## config.mk

```make
export PLATFORM = sky130hd
export DESIGN_NAME = store_buffer
export DESIGN_NICKNAME = d
export VERILOG_FILES = /design/src/rtl/store_buffer_pkg.sv /design/src/rtl/store_buffer_store_fmt.sv /design/src/rtl/store_buffer.sv
export SDC_FILE = /design/constraint.sdc
export NUM_CORES = 1
export LEC_CHECK = 0
export ABC_AREA = 1
export BUFFER_PORTS_ARGS = -buffer_cell sky130_fd_sc_hd__buf_2
export CORE_AREA = 2 2 179 312
export DETAILED_ROUTE_END_ITERATION = 10
export DIE_AREA = 0 0 181 314
export PLACE_DENSITY = 0.61
export SLEW_MARGIN = 40
export SYNTH_ARGS = -nofsm -noshare
export SYNTH_HDL_FRONTEND = slang
export SYNTH_SLANG_ARGS = --single-unit
```

## constraint.sdc

```tcl
create_clock -name cpu_clk -period 2.1 [get_ports cpu_clk]
set_clock_uncertainty 0.05 [all_clocks]
set_input_delay 0.42 -clock cpu_clk [delete_from_list [all_inputs] [get_ports cpu_clk]]
set_output_delay 0.42 -clock cpu_clk [all_outputs]
set_load 0.05 [all_outputs]
```

## src/rtl/store_buffer_pkg.sv

```systemverilog
// rtl/store_buffer_pkg.sv - shared constants, FSM states and entry layout for the store buffer
package store_buffer_pkg;

  localparam logic SIZE_BYTE = 1'b0;
  localparam logic SIZE_WORD = 1'b1;
  localparam int   SB_DEPTH  = 4;

  typedef enum logic {
    SB_IDLE  = 1'b0,
    SB_WRITE = 1'b1
  } sb_state_e;

  typedef struct packed {
    logic [29:0] addr;
    logic [3:0]  we;
    logic [31:0] din;
  } sb_entry_t;

endpackage

```

## src/rtl/store_buffer_store_fmt.sv

```systemverilog
// rtl/store_buffer_store_fmt.sv - combinational sw/sb encoder into data-memory byte-lane format
module store_fmt
  import store_buffer_pkg::*;
(
  input  logic        size_i,
  input  logic [1:0]  offset_i,
  input  logic [31:0] data_i,
  output logic [3:0]  we_o,
  output logic [31:0] din_o
);

  // Memory lane 3 holds the lowest address, hence the byte reversal for words.
  always_comb begin
    we_o  = 4'b1111;
    din_o = {data_i[7:0], data_i[15:8], data_i[23:16], data_i[31:24]};
    if (size_i == SIZE_BYTE) begin
      din_o = {4{data_i[7:0]}};
      unique case (offset_i)
        2'd0:    we_o = 4'b1000;
        2'd1:    we_o = 4'b0100;
        2'd2:    we_o = 4'b0010;
        default: we_o = 4'b0001;
      endcase
    end
  end

endmodule

```

## src/rtl/store_buffer.sv

```systemverilog
// rtl/store_buffer.sv - store FIFO with req/ack drain to data memory and load-hazard detection
module store_buffer
  import store_buffer_pkg::*;
#(
  parameter int DEPTH = SB_DEPTH
) (
  input  logic        cpu_clk,
  input  logic        cpu_rst_n,
  input  logic        st_valid_i,
  input  logic        st_size_i,
  input  logic [31:0] st_addr_i,
  input  logic [31:0] st_data_i,
  output logic        st_ready_o,
  output logic        st_misalign_o,
  input  logic        ld_chk_i,
  input  logic [31:0] ld_addr_i,
  output logic        ld_hazard_o,
  output logic        dm_req_o,
  output logic [31:0] dm_addr_o,
  output logic [3:0]  dm_we_o,
  output logic [31:0] dm_din_o,
  input  logic        dm_ack_i,
  output logic        empty_o
);

  localparam int          PW      = $clog2(DEPTH);
  localparam logic [PW:0] DEPTH_C = (PW+1)'(DEPTH);

  sb_entry_t     mem_q [DEPTH];
  logic [PW-1:0] wr_ptr_q, rd_ptr_q;
  logic [PW:0]   count_q, count_d;
  sb_state_e     state_q;
  logic [31:0]   dm_addr_q, dm_din_q;
  logic [3:0]    dm_we_q;

  logic        push, pop, hazard;
  logic [3:0]  fmt_we;
  logic [31:0] fmt_din;
  sb_entry_t   push_entry;
  logic        ld_offset_unused;

  assign ld_offset_unused = &{1'b0, ld_addr_i[1:0]};

  store_fmt u_fmt (
    .size_i   (st_size_i),
    .offset_i (st_addr_i[1:0]),
    .data_i   (st_data_i),
    .we_o     (fmt_we),
    .din_o    (fmt_din)
  );

  assign st_misalign_o = st_valid_i & (st_size_i == SIZE_WORD) & (st_addr_i[1:0] != 2'b00);
  assign st_ready_o    = cpu_rst_n & (count_q < DEPTH_C);
  assign push          = st_valid_i & st_ready_o & ~st_misalign_o;
  assign pop           = (state_q == SB_WRITE) & dm_ack_i;
  assign push_entry    = '{addr: st_addr_i[31:2], we: fmt_we, din: fmt_din};

  always_comb begin
    unique case ({push, pop})
      2'b10:   count_d = count_q + (PW+1)'(1);
      2'b01:   count_d = count_q - (PW+1)'(1);
      default: count_d = count_q;
    endcase
  end

  always_ff @(posedge cpu_clk or negedge cpu_rst_n) begin
    if (!cpu_rst_n) begin
      wr_ptr_q <= '0;
      rd_ptr_q <= '0;
      count_q  <= '0;
      for (int i = 0; i < DEPTH; i++) mem_q[i] <= '0;
    end else begin
      if (push) begin
        mem_q[wr_ptr_q] <= push_entry;
        wr_ptr_q        <= wr_ptr_q + PW'(1);
      end
      if (pop) rd_ptr_q <= rd_ptr_q + PW'(1);
      count_q <= count_d;
    end
  end

  // The head stays visible to the hazard check while it is being written.
  always_comb begin
    hazard = 1'b0;
    for (int i = 0; i < DEPTH; i++) begin
      if (((PW+1)'(i) < count_q) && (mem_q[rd_ptr_q + PW'(i)].addr == ld_addr_i[31:2]))
        hazard = 1'b1;
    end
  end

  assign ld_hazard_o = ld_chk_i & hazard;

  always_ff @(posedge cpu_clk or negedge cpu_rst_n) begin
    if (!cpu_rst_n) begin
      state_q   <= SB_IDLE;
      dm_addr_q <= '0;
      dm_we_q   <= '0;
      dm_din_q  <= '0;
    end else begin
      unique case (state_q)
        SB_IDLE: begin
          if (count_q != '0) begin
            state_q   <= SB_WRITE;
            dm_addr_q <= {mem_q[rd_ptr_q].addr, 2'b00};
            dm_we_q   <= mem_q[rd_ptr_q].we;
            dm_din_q  <= mem_q[rd_ptr_q].din;
          end
        end
        default: begin
          if (dm_ack_i) state_q <= SB_IDLE;
        end
      endcase
    end
  end

  assign dm_req_o  = (state_q == SB_WRITE);
  assign dm_addr_o = dm_addr_q;
  assign dm_we_o   = dm_we_q;
  assign dm_din_o  = dm_din_q;
  assign empty_o   = (count_q == '0) & (state_q == SB_IDLE);

endmodule

```

Word level (Yosys, flattened, before mapping)
Cells that the tools add are included.
{"block": "totals", "regBits": 338, "input_bits": 102, "out_inout_bits": 73}
{"block": "classes", "add_sub_neg": 6, "magnitude_cmp": 11, "eq_ne": 8, "mux": 26, "n_bitwise": 15, "n_reduce_logical": 11}
{"operator": "66-bit 2-to-1 mux", "n": 9}
{"operator": "66-bit binary-select mux with 2-bit select", "n": 4}
{"operator": "264-bit bitwise mux", "n": 1}
{"operator": "66-bit demux with 2-bit select", "n": 1}
{"operator": "30-bit equality test", "n": 4}
{"operator": "24-bit 2-to-1 mux", "n": 1}
{"operator": "3-bit >= comparator, second input constant", "n": 5}
{"operator": "2-bit NOT with 3-bit output", "n": 5}
{"operator": "4-bit case mux with 3 select lines", "n": 1}
{"operator": "1-bit AND", "n": 8}
{"operator": "1-bit 2-to-1 mux", "n": 7}
{"operator": "1-bit by 3-bit less-than comparator with 1-bit output, first input constant", "n": 2}
{"operator": "2-bit by 3-bit less-than comparator with 1-bit output, first input constant", "n": 2}
{"operator": "3-bit case mux with 2 select lines", "n": 1}
{"operator": "1-bit logical AND", "n": 5}
{"operator": "2-bit by 1-bit adder with 2-bit output, second input constant", "n": 2}
{"operator": "2-bit adder, second input constant", "n": 2}
{"operator": "2-bit by 1-bit equality test with 1-bit output, second input constant", "n": 2}
{"operator": "2-bit equality test, second input constant", "n": 2}
{"operator": "4-bit 2-to-1 mux", "n": 1}
{"operator": "2-bit nonzero test", "n": 2}
{"operator": "3-bit by 1-bit adder with 3-bit output, second input constant", "n": 1}
{"operator": "3-bit logical NOT", "n": 1}
{"operator": "3-bit by 1-bit less-than comparator with 1-bit output, second input constant", "n": 1}
{"operator": "other kinds (6)", "n": 7}

Depth between registers and ports, before layout
{"block": "logic_depth", "depth_word": 11, "depth_mapped": 18, "mapped_depth_nobuf": 16}

Cells and area by module
Synthesis repeated with hierarchy kept, for this count alone.
{"block": "unflattened", "hier_cells": 2421, "area_unflattened_um2": 19057.0}
{"mod": "store_buffer", "n_inst": 1, "cells_per_inst": 2343, "area_per_inst_um2": 18631.6, "seq_area_each_um2": 8458.1}
{"mod": "store_fmt", "n_inst": 1, "cells_per_inst": 78, "area_per_inst_um2": 425.4, "seq_area_each_um2": 0.0}

Worst setup path before layout
Ideal clock, no wire load.
{"block": "synth_path", "path_kind": "reg2out", "from": "reg rd_ptr_q[0]", "to": "out ld_hazard_o", "arrival_time_ns": 2.207, "path_slack_ns": -0.577, "path_stages_with_launch": 19, "n_path_buf": 3, "path_cell_list": "dfrtp_1 buf_6 inv_4 buf_6 buf_6 nand2_1 nand3_1 nand2_1 nand2_1 nand2_1 nor2_1 nand2_1 inv_1 nand2_1 nor2_1 nand2_1 nand2_1 nor2_1 nor2_1"}
{"block": "synth_between", "elab_chain_cells": 11, "word_cells_on_any_way": 32, "classes_between": "add/sub (3); eq/ne (4); mux (16); bitwise (5); reduce/logical (4)"}
{"element": "start: declaration", "line": "store_buffer.sv:30", "source": "logic [PW-1:0] wr_ptr_q, rd_ptr_q;"}
{"element": "start signal: assignment", "line": "store_buffer.sv:77", "source": "if (pop) rd_ptr_q <= rd_ptr_q + PW'(1);"}
{"element": "2-bit by 1-bit adder with 2-bit output or 2-bit NOT with 3-bit output (tied branches)", "line": "store_buffer.sv:86", "source": "if (((PW+1)'(i) < count_q) && (mem_q[rd_ptr_q + PW'(i)].addr == ld_addr_i[31:2]))"}
{"element": "2-bit NOT with 3-bit output (not written as such) or 66-bit binary-select mux with 2-bit select (tied branches)", "line": "store_buffer.sv:86"}
{"element": "66-bit binary-select mux with 2-bit select or 66-bit 2-to-1 mux (tied branches)"}
{"element": "66-bit 2-to-1 mux, on equally long branches"}
{"element": "66-bit 2-to-1 mux (not written as such) or 30-bit equality test (tied branches)", "line": "store_buffer.sv:86"}
{"element": "30-bit equality test or 1-bit logical AND (tied branches)", "line": "store_buffer.sv:86"}
{"element": "1-bit logical AND or 1-bit 2-to-1 mux (tied branches)", "line": "store_buffer.sv:86"}
{"element": "1-bit 2-to-1 mux (2 in a row)", "line": "store_buffer.sv:86"}
{"element": "1-bit 2-to-1 mux *", "line": "store_buffer.sv:86"}
{"element": "1-bit AND *", "line": "store_buffer.sv:91", "source": "assign ld_hazard_o = ld_chk_i & hazard;"}
{"element": "end: declaration", "line": "store_buffer.sv:17", "source": "output logic ld_hazard_o,"}
Mark *: on every way between the ends. The rest lies on a longest branch, timed or not. The select of a mux whose other input is x is not followed.

Worst setup path after layout
Ends and elaborated chain as after synthesis.

==> reports/results.ini <==
[routing]
drt_wl_total_um = 73000
ant_nets = 0
drc = 0
drt-initial-drc-count = 1244
routedWlPerCell_um = 19.1
first_pass_iters = 8
vias = 19400
vias_per_cell = 5.07

[cts]
cts_max_level = 2
clk_latency_ps = 570
cts_root_buf = clkbuf_16
clk_pin_slew_worst_paths_ps = 60
numCtsBuffers = 35
cts_sinks = 338
cts_tree = done
clockBufferDepth = 3

[outcome]
failed_checks = hold timing, setup timing
status = complete, but fails checks

[timing]
period_share_pct = 162
max_slew_margin_pct = 44.8
fin_crit_ps = 3410
finalHoldWorstSlack_ps = -31.0
fmax_ghz = 0.293
final-hold-violation-count = 5
tns_ps = -1310
drv_slew = 0
rsz0062_at_grt = true
worst_slew_pin_slew_ps = 829
setup_slack_ps = -1310
finalSetupViolations = 1

[finish]
drive_gt1_share_pct = 20.1
fin_nets = 3225
n_fill_cell = 5587
area_growth_pct = 30.1
instances_no_fill = 3829

[die]
core_um2 = 54300
die_x_um = 181
rows = 113
initial_core_util_pct = 34.6
io_pins = 175
die_h_um = 314
die_area_um2 = 56800

[placed_design]
portBuffers = 170
dp_hpwl_um = 52400
finalWeightedCongestion = 0.977
placedCellCount = 3735

[global_route]
grt_pass1_vias = 18900
track_usage_pct = 25.2
grt_overflow = 0
grt_first_pass_wirelength_um = 110000
antenna_found_initial = 5
grt_max_degree = 125

[worst_setup_path]
crit_required_ps = 1630
worstSetupEndpointType = output port
startpoint_type = flop
critPathMaxStageDelay_ps = 520
path_max_fanout = 15
critical_path.cell_chain = clkinv_8 > nand2_8 > nand2_8 > buf_12 > clkbuf_16 > nand2_1 > nand2_2 > nand2_2 > nand4_1 > nor2_2 > nand2_1 > nor2_1 > buf_4 > nand2_1 > nand2_2 > nor2_4 > nor2_4 > buf_6
cpMaxStageDelayCell = dfrtp_4
path_class = flop to output port
crit_buf_inv = 5
cp.arrival_ps = 2940
critical-path-top-delay-family = simple AND/OR/NAND/NOR gates

[synthesis]
syn_inst = 2744
ys_seq_elements = 338
yosys_warnings = 0
synth_seq_area_share_pct = 45.0
syn_avg_cell_area_um2 = 6.85
yosysUniqueCellTypes = 31
syn-cell-area_um2 = 18800

[run]
maxCapViolations = 0

[pwr]
p_leak_nw = 13.0
power_density_nw_per_um2 = 1810
worst_ir_drop_vdd_mv = 0.878

[worst_hold_path]
hold_class = input pin to asynchronous set/reset pin

-- metrics by stage --
stage | hold WS [ps] | power (mW) | util (%) | worst slack [ps] | instance area, um2
2_1_floorplan | 74.4 | 25.5 | - | -210 | 18900
3_3_place_gp | 412 | 34.8 | 41.2 | -1030 | 22400
3_5_place_dp | 415 | 35.0 | 41.2 | -1030 | 22400
4_1_cts | 42.4 | 42.6 | 44.0 | -1300 | 23900
5_1_grt | 41.2 | 47.3 | 45.1 | -1420 | 24500
6_report | -31.0 | 44.2 | 45.1 | -1310 | 24500
-- repair_timing --
| action | in CTS | in global routing |
|---|---|---|
| setup endpoints to repair | 2 | 3 |
| setup buffers | 3 | 23 |
| pin swaps | 6 | 50 |
| resized for setup | 53 | 100 |
| gates cloned | 6 | 4 |
| hold buffers | 0 | 0 |
-- final cells by class --
| type | count | area, um2 | area share (%) |
|---|---|---|---|
| multi-input cells | 2084 | 9390 | 38.4 |
| flip-flops and latches | 338 | 8460 | 34.6 |
| repair buffers | 477 | 3950 | 16.2 |
| clock buffers | 48 | 1010 | 4.11 |
| well taps | 690 | 863 | 3.53 |
| inverters | 178 | 683 | 2.79 |
| clock inverters | 12 | 115 | 0.470 |
| diodes | 2 | 5.00 | 0.0204 |
-- cell families (layout without fill, tap and decap cells) --
| kind of cell | count (synthesis) | after routing | synth area share, % |
|---|---|---|---|
| adders and majority gates | 9 | 9 | 0.599 |
| other | 1 | 4 | 0.0199 |
| xor gates and xnor gates | 12 | 12 | 0.559 |
| AOI/OAI and AO/OA | 315 | 315 | 9.56 |
| and+or+nand+nor | 1746 | 1746 | 37.0 |
| buffers and inverters | 323 | 715 | 7.33 |
| DFF | 338 | 338 | 45.0 |
-- flip-flops by register name, summed over array words and instances, names as in the netlist --
register and flops:
rd_ptr_q 2, dm_addr_o 30, mem_q 264, dm_req_o 1
wr_ptr_q 2, dm_din_o 32, dm_we_o 4, count_q 3
-- worst reg2reg max path: stages, from the launching register on --
cell and delay, ps:
dfrtp_1 380, buf_4 170, nor3_1 180, nand2_1 120, inv_1 150, buf_4 140, nand2_4 80, buf_4 290
nand2_1 150, o21ai_0 90
-- cell usage after synthesis, drive strengths merged --
cell type | number | share of area [%]
nor2 | 89 | 1.8
nand2 | 1381 | 28
or2 | 2 | 0.067
clkbuf | 69 | 1.4
buf | 76 | 2.4
o22ai | 3 | 0.10
o21ai | 227 | 6.1
ha | 9 | 0.60
a22oi | 36 | 1.4
dfrtp | 338 | 45
conb | 1 | 0.020
xnor2 | 2 | 0.093
xor2 | 10 | 0.47
inv | 175 | 3.5
a41oi | 30 | 1.4
clkinv | 3 | 0.060
nand4 | 25 | 0.83
a31oi | 3 | 0.10
a21oi | 13 | 0.35
nor3 | 1 | 0.027
nand3 | 248 | 6.6
o211ai | 3 | 0.12
-- layer usage --
layer | wire length, um | track usage (%)
met5 | 24 | 0
met1 | 26300 | 26.9
met3 | 3540 | 3.52
met4 | 5980 | 17.4
met2 | 37100 | 45.8
-- path summary, 6_finish.rpt --
path / from / endpoint / slack (ps) / depth (start not counted)
max in group asynchronous: cpu_rst_n / dm_addr_o[20] / 1310 / 3
hold / removal: cpu_rst_n / mem_q[146] / -30 / 3
min in group cpu_clk: st_addr_i[27] / mem_q[61] / 110 / 3
setup reg to reg: count_q[2] / mem_q[95] / 160 / 9
setup / recovery: rd_ptr_q[0] / ld_hazard_o / -1310 / 18
hold reg to reg: dm_addr_o[20] / dm_addr_o[20] / 430 / 2
-- power breakdown --
part           switching (mW)  leakage (nW)  internal, mW  total [mW]
Sequential               2.12          4.25          9.57        11.7
Clock                    2.77         0.544          3.50        6.27
Combinational            16.1          8.20          10.2        26.3
Total                    21.0          13.0          23.2        44.2
-- placed cells by master (no fill, tap or decap), types with 7 or more instances in the layout --
master / n
buf_2: 166
a22oi_1: 36
nand3_2: 16
nand2_2: 41
a41oi_1: 30
o21ai_0: 212
dfrtp_1: 336
buf_4: 239
nand4_1: 25
inv_1: 170
buf_8: 8
a21oi_1: 12
nand3_1: 232
buf_6: 14
ha_1: 8
xor2_1: 9
o21ai_1: 12
nand2_4: 11
nand2_1: 1325
clkbuf_16: 40
buf_12: 40
nor2_1: 76
nor2_2: 7
Power figures use the tool's default switching activity.
